==> config.mk <==
export PLATFORM = sky130hd
export DESIGN_NAME = stepper_pulse_gen
export DESIGN_NICKNAME = d
export VERILOG_FILES = /design/src/rtl/stepper_pulse_gen_pkg.sv /design/src/rtl/stepper_pulse_gen_dda.sv /design/src/rtl/stepper_pulse_gen.sv
export SDC_FILE = /design/constraint.sdc
export NUM_CORES = 1
export LEC_CHECK = 0
export BUFFER_PORTS_ARGS = -buffer_cell sky130_fd_sc_hd__buf_2
export CELL_PAD_IN_SITES_DETAIL_PLACEMENT = 2
export CELL_PAD_IN_SITES_GLOBAL_PLACEMENT = 2
export CORE_MARGIN = 8
export CORE_UTILIZATION = 38
export DETAILED_ROUTE_END_ITERATION = 6
export PLACE_DENSITY_LB_ADDON = 0.15
export SLEW_MARGIN = 10
export SYNTH_ARGS = -nofsm -noshare
export SYNTH_HDL_FRONTEND = slang
export SYNTH_SLANG_ARGS = --single-unit
export TNS_END_PERCENT = 10
==> constraint.sdc <==
create_clock -name clock -period 7.41 [get_ports clock]
set_input_delay 1.1115 -clock clock [delete_from_list [all_inputs] [get_ports clock]]
set_output_delay 1.1115 -clock clock [all_outputs]
set_load 0.05 [all_outputs]
==> src/rtl/stepper_pulse_gen_pkg.sv <==
// Shared types and default constants for the stepper pulse generator.
package stepper_pulse_gen_pkg;

  localparam int unsigned DEF_SIM_PERIOD  = 500_000;
  localparam int unsigned DEF_POS_W       = 16;
  localparam int unsigned DEF_PULSE_HIGH  = 100;
  localparam int unsigned DEF_PULSE_LOW   = 100;
  localparam int unsigned DEF_DIR_SETUP   = 250;

  // DDA accumulator width and the width of the pulse-phase timer.
  localparam int unsigned ACC_W = 32;
  localparam int unsigned CNT_W = 16;

  typedef enum logic [1:0] {
    IDLE,
    DIR_SETUP,
    PULSE_HIGH,
    PULSE_LOW
  } pulse_state_e;

endpackage

==> src/rtl/stepper_pulse_gen_dda.sv <==
// DDA rate generator: spreads abs_delta step tokens evenly over one window.
module dda_rate_gen
  import stepper_pulse_gen_pkg::*;
#(
  parameter int unsigned SIM_PERIOD = DEF_SIM_PERIOD,
  parameter int unsigned ABS_W      = DEF_POS_W + 1
) (
  input  logic             clock,
  input  logic             reset,
  input  logic             start,
  input  logic [ABS_W-1:0] abs_delta,
  input  logic             consume,
  output logic [ABS_W-1:0] pending
);

  logic [ABS_W-1:0] abs_q;
  logic [ABS_W-1:0] generated;
  logic [ACC_W-1:0] acc;
  logic [ACC_W-1:0] acc_sum_c;
  logic             active_c;
  logic             token_c;

  // One accumulation step; a token falls out each time the sum crosses the period.
  always_comb begin
    active_c  = (generated < abs_q);
    acc_sum_c = acc + ACC_W'(abs_q);
    token_c   = active_c && (acc_sum_c >= ACC_W'(SIM_PERIOD));
  end

  // Window restart, accumulator and token bookkeeping; start discards leftovers.
  always_ff @(posedge clock) begin
    if (reset) begin
      abs_q     <= '0;
      generated <= '0;
      acc       <= '0;
      pending   <= '0;
    end else if (start) begin
      abs_q     <= abs_delta;
      generated <= '0;
      acc       <= '0;
      pending   <= '0;
    end else begin
      if (active_c) begin
        if (token_c) begin
          acc       <= acc_sum_c - ACC_W'(SIM_PERIOD);
          generated <= generated + ABS_W'(1);
        end else begin
          acc <= acc_sum_c;
        end
      end
      pending <= pending + ABS_W'(token_c) - ABS_W'(consume);
    end
  end

endmodule

==> src/rtl/stepper_pulse_gen.sv <==
// Turns per-window delta_steps into evenly spaced STEP/DIR pulses and tracks emitted position.
module stepper_pulse_gen
  import stepper_pulse_gen_pkg::*;
#(
  parameter int unsigned simPeriod          = DEF_SIM_PERIOD,
  parameter int unsigned fixedPointBaseBits = DEF_POS_W,
  parameter int unsigned pulseHighCycles    = DEF_PULSE_HIGH,
  parameter int unsigned pulseLowCycles     = DEF_PULSE_LOW,
  parameter int unsigned dirSetupCycles     = DEF_DIR_SETUP
) (
  input  logic                                 clock,
  input  logic                                 reset,
  input  logic                                 sync_sim_clock,
  input  logic signed [fixedPointBaseBits-1:0] delta_steps,
  output logic                                 step,
  output logic                                 dir,
  output logic signed [fixedPointBaseBits-1:0] motor_pos,
  output logic                                 busy,
  output logic                                 overrun
);

  localparam int unsigned POS_W = fixedPointBaseBits;
  localparam int unsigned ABS_W = POS_W + 1;
  // The IDLE decision cycle is the last low cycle, so PULSE_LOW itself runs one short.
  localparam int unsigned LOW_LOAD = (pulseLowCycles > 1) ? (pulseLowCycles - 2) : 0;

  pulse_state_e            state, state_n;
  logic [CNT_W-1:0]        cnt, cnt_n;
  logic                    step_n, dir_n;
  logic signed [POS_W-1:0] pos_n;
  logic                    fire_c;
  logic                    consume_c;
  logic                    sync_prev;
  logic                    win_dir;
  logic                    edge_c;
  logic signed [ABS_W-1:0] delta_ext_c;
  logic [ABS_W-1:0]        abs_delta_c;
  logic [ABS_W-1:0]        pending;

  // Window edge and magnitude of the sampled delta (|-2^(N-1)| still fits in N+1 bits).
  always_comb begin
    edge_c      = sync_sim_clock && !sync_prev;
    delta_ext_c = ABS_W'(delta_steps);
    abs_delta_c = delta_ext_c[ABS_W-1] ? $unsigned(-delta_ext_c) : $unsigned(delta_ext_c);
  end

  dda_rate_gen #(
    .SIM_PERIOD (simPeriod),
    .ABS_W      (ABS_W)
  ) u_dda (
    .clock     (clock),
    .reset     (reset),
    .start     (edge_c),
    .abs_delta (abs_delta_c),
    .consume   (consume_c),
    .pending   (pending)
  );

  // Pulse FSM next-state and registered-output values.
  always_comb begin
    state_n   = state;
    cnt_n     = cnt;
    step_n    = step;
    dir_n     = dir;
    pos_n     = motor_pos;
    fire_c    = 1'b0;
    consume_c = 1'b0;
    case (state)
      IDLE: begin
        if (pending != '0) begin
          if (dir != win_dir) begin
            state_n = DIR_SETUP;
            dir_n   = win_dir;
            cnt_n   = CNT_W'(dirSetupCycles - 1);
          end else begin
            fire_c = 1'b1;
          end
        end
      end
      DIR_SETUP: begin
        if (cnt == '0) begin
          // A new window may have dropped the token or flipped direction meanwhile.
          if ((pending != '0) && (dir == win_dir)) begin
            fire_c = 1'b1;
          end else begin
            state_n = IDLE;
          end
        end else begin
          cnt_n = cnt - CNT_W'(1);
        end
      end
      PULSE_HIGH: begin
        if (cnt == '0) begin
          step_n = 1'b0;
          if (pulseLowCycles > 1) begin
            state_n = PULSE_LOW;
            cnt_n   = CNT_W'(LOW_LOAD);
          end else begin
            state_n = IDLE;
          end
        end else begin
          cnt_n = cnt - CNT_W'(1);
        end
      end
      PULSE_LOW: begin
        if (cnt == '0) begin
          state_n = IDLE;
        end else begin
          cnt_n = cnt - CNT_W'(1);
        end
      end
      default: state_n = IDLE;
    endcase
    if (fire_c) begin
      state_n   = PULSE_HIGH;
      step_n    = 1'b1;
      consume_c = 1'b1;
      cnt_n     = CNT_W'(pulseHighCycles - 1);
      pos_n     = dir ? (motor_pos + POS_W'(1)) : (motor_pos - POS_W'(1));
    end
  end

  // State, outputs, window latch and sticky overrun flag.
  always_ff @(posedge clock) begin
    if (reset) begin
      state     <= IDLE;
      cnt       <= '0;
      step      <= 1'b0;
      dir       <= 1'b0;
      motor_pos <= '0;
      busy      <= 1'b0;
      overrun   <= 1'b0;
      sync_prev <= 1'b0;
      win_dir   <= 1'b0;
    end else begin
      state     <= state_n;
      cnt       <= cnt_n;
      step      <= step_n;
      dir       <= dir_n;
      motor_pos <= pos_n;
      busy      <= (state != IDLE) || (pending != '0);
      sync_prev <= sync_sim_clock;
      if (edge_c) begin
        win_dir <= !delta_steps[POS_W-1];
        if ((pending - ABS_W'(consume_c)) != '0) begin
          overrun <= 1'b1;
        end
      end
    end
  end

endmodule

==> results.toml <==
[placed_design]
hpwl_um = 21680
port_buffers = 38
dpl_cell_area_um2 = 9777
place_congestion = 0.8459

[clock_network]
root_buffer = "clkbuf_16"
cts_buffer_depth = 2
h-tree-depth = 4
insertion_delay_ns = 0.43
cts_tree = "built"
ctsResizeCount = 0
path_clk_slew_ns = 0.06
numCtsBuffers = 17
clock-sinks = 123
hold_buffers = 0
cts_setup_buffers = 0

[drt]
viasPerCell = 5.657
drt-initial-drc-count = 292
wl_per_cell_um = 19.49
via_count = 8649
finalWirelength_um = 29800
first_pass_iters = 5
drc = 0
ant_nets = 0

[timing]
finalSetupViolCount = 0
maxSlewHeadroom_pct = 36.20
fin_crit_sh_pct = 89.20
maxSlewViolCount = 0
hold_violations = 0
min_period_ns = 6.610
rsz0062_at_grt = "no"
skew_ns = 0.01263
max_freq_ghz = 0.1513
worst_slew_pin_slew_ns = 0.9570
setup_tns_ns = 0

[global_routing]
grt_antenna_before_repair = 0
grt_max_degree = 61
track_usage_pct = 19.81
grt_pass1_vias = 9499
grt_pass1_wl_um = 49520
grt_overflow = 0

[synth]
synth_area_um2 = 9424
synth_top_area_share_pct = 26.13
yosys.area.top_type = "dfxtp_1"
synth_ff_type = "dfxtp_1"
ys_top_cells_by_area = "dfxtp_1 26%, ha_1 11%, xnor2_1 5.7%"
yosys.area_share.xor_xnor_pct = 10.38
synth_cell_types = 89
syn_nets = 1292
synth_compound_area_share_pct = 21.75
synthSimpleGateAreaFrac_pct = 22.45
yosysSeqAreaShare_pct = 26.13
synth_edf_count = 0
synth_top_family_by_area = "simple AND/OR/NAND/NOR gates"
syn-instance-count = 1186
syn_avg_cell_area_um2 = 7.946
synthMuxAreaShare_pct = 1.275
synthAdderAreaFrac_pct = 11.79
synth-seq-cells = 123
async_flop_share_pct = 0
yosys_warnings = 0

[setup_path]
crit_type = "reg2reg"
crit_path_end_kind = "flop"
required_ns = 7.70
worst_ep_arrival_time_ns = 6.90
critPathLaunchType = "flop"
crit_buf_inv = 2
cp_slowest_cell = "a2111oi_0"
crit_family = "compound AO/OA/AOI/OAI gates"
slowest_delay_ns = 0.60
path_max_fanout = 15

[die]
die_w_um = 173.5
die-area_um2 = 30100
num_rows = 57
core_area_um2 = 24320
start_util_pct = 38.75
dieHeight_um = 173.5
ios = 39

[power]
ir_worst_vdd_mv = 0.1758
seqPwrFrac_pct = 21.0
p_switching_mw = 2.364
p_per_area_nw_per_um2 = 472.2
p_sw_share_pct = 48.26
p_leak_nw = 4.268
p_int_mw = 2.535
pwr-share-comb_pct = 61.3
clock_power_share_pct = 17.7

[hold_path]
min_path_type = "reg2reg"

[layout]
syn_to_final_growth_pct = 10.08
layout-drive-gt1-share_pct = 9.876
final_common_cell = "dfxtp_1"
antenna_cells = 0
final_area_um2 = 10370
final_cell_mix = "123 x dfxtp_1, 115 x nor2_1, 107 x nand2_1"
nNetsFinal = 1299

[outcome]
status = "finished clean"

[job]
drv_cap = 0
[worst reg2reg max path: stages, from the launching register on]
cell       delay, ns
dfxtp_1         0.34
ha_1            0.25
fa_1            0.45
a211oi_2        0.28
o21ai_2         0.19
xor2_2          0.21
nor4_4          0.38
o22ai_2         0.16
or4_4           0.53
a32oi_4         0.35
nand2_2         0.20
nand2_1         0.19
inv_2           0.17
ha_1            0.26
inv_1           0.08
fa_1            0.24
o21bai_1        0.09
a21o_1          0.21
a21oi_1         0.16
o21bai_1        0.11
a21oi_1         0.25
o211ai_1        0.14
a2111oi_0       0.60
o41ai_1         0.21
nand2b_1        0.13
mux2i_1         0.19
o311ai_0        0.14
[power groups by stage]
| stage | clock network, mW | registers (mW) | logic (mW) |
|---|---|---|---|
| 6_report | 0.868 | 1.03 | 3.00 |
| 5_1_grt | 0.919 | 1.06 | 3.32 |
| 4_1_cts | 0.887 | 1.03 | 3.03 |
| 3_5_place_dp | 0 | 1.04 | 2.97 |
| 3_3_place_gp | 0 | 1.03 | 2.87 |
| 2_1_floorplan | 0 | 1.06 | 2.26 |
[per-stage QoR]
| stage | cells | util [%] | power [mW] | setup WS [ns] | hold WS, ns |
|---|---|---|---|---|---|
| after CTS | 1529 | 42.66 | 4.945 | 0.7833 | 0.4784 |
| final | 1529 | 42.66 | 4.898 | 0.8005 | 0.4728 |
| after global routing | 1529 | 42.66 | 5.297 | 0.2840 | 0.4967 |
| after global placement | 1498 | 40.20 | 3.896 | 1.127 | 0.4454 |
| after detailed placement | 1498 | 40.20 | 4.003 | 0.8670 | 0.4616 |
| after floorplan | 1186 | - | 3.318 | 1.774 | 0.4336 |
[state kept, by name, summed over array words and instances (netlist names), 2 cells and up]
| name | cells |
|---|---|
| motor_pos | 16 |
| state | 2 |
| u_dda.pending | 17 |
| u_dda.acc | 32 |
| cnt | 16 |
| u_dda.abs_q | 17 |
| u_dda.generated | 17 |
[cells by family after synthesis]
group                    Yosys count
XOR/XNOR                         110
AND/OR/NAND/NOR                  427
buffers and inverters            133
adder cells (fa/ha/maj)           87
flip-flops                       123
AO/OA/AOI/OAI                    294
multiplexers                      12
[cell type report]
cell class                      instances  area [um2]
Clock buffer                           22       484.2
Clock inverter                          9       112.6
Fill cell                            2871       13950
Inverter                               77       289.0
Multi-Input combinational cell        930        6385
Sequential cell                       123        2462
Tap cell                              324       405.4
Timing Repair Buffer                   44       235.2
[per-layer routing]
layer	vias up	part of all wire, %	global-route usage, %
li1	4235	-	-
met1	4306	47	24.90
met2	88	50	35.07
met3	20	2.1	2.505
met4	0	0.87	5.066
met5	-	0	0
[path summary, 6_finish.rpt]
path | from | end | slack [ns] | cells after the start
max reg2reg | u_dda.abs_q[0] | u_dda.pending[16] | 0.80 | 26
min | u_dda.acc[3] | u_dda.acc[3] | 0.47 | 2
min reg2reg | u_dda.acc[3] | u_dda.acc[3] | 0.47 | 2
max | u_dda.abs_q[0] | u_dda.pending[16] | 0.80 | 26
[synthesized netlist by cell type, types with 4 or more instances]
cell type and instances:
a2111oi_0 7, a211o_1 4, a211oi_1 15, a21boi_0 4, a21o_1 22, a21oi_1 84, a31o_2 4, a31oi_1 13
and2_1 13, and3_1 22, and4_1 6, buf_2 8, buf_6 8, clkbuf_1 36, dfxtp_1 123, ha_1 84
inv_1 76, mux2i_1 12, nand2_1 107, nand2b_1 15, nand3_1 30, nand4_1 18, nor2_1 115, nor2b_1 8
nor3_1 25, nor4_1 19, o211ai_1 12, o21a_1 6, o21ai_0 35, o21ai_2 4, o21bai_1 12, o22ai_1 19
o31ai_1 4, o41ai_1 7, or2_2 7, or3_1 18, or4_1 6, xnor2_1 61, xor2_1 47
No activity file was read; power rests on OpenSTA's default activity.
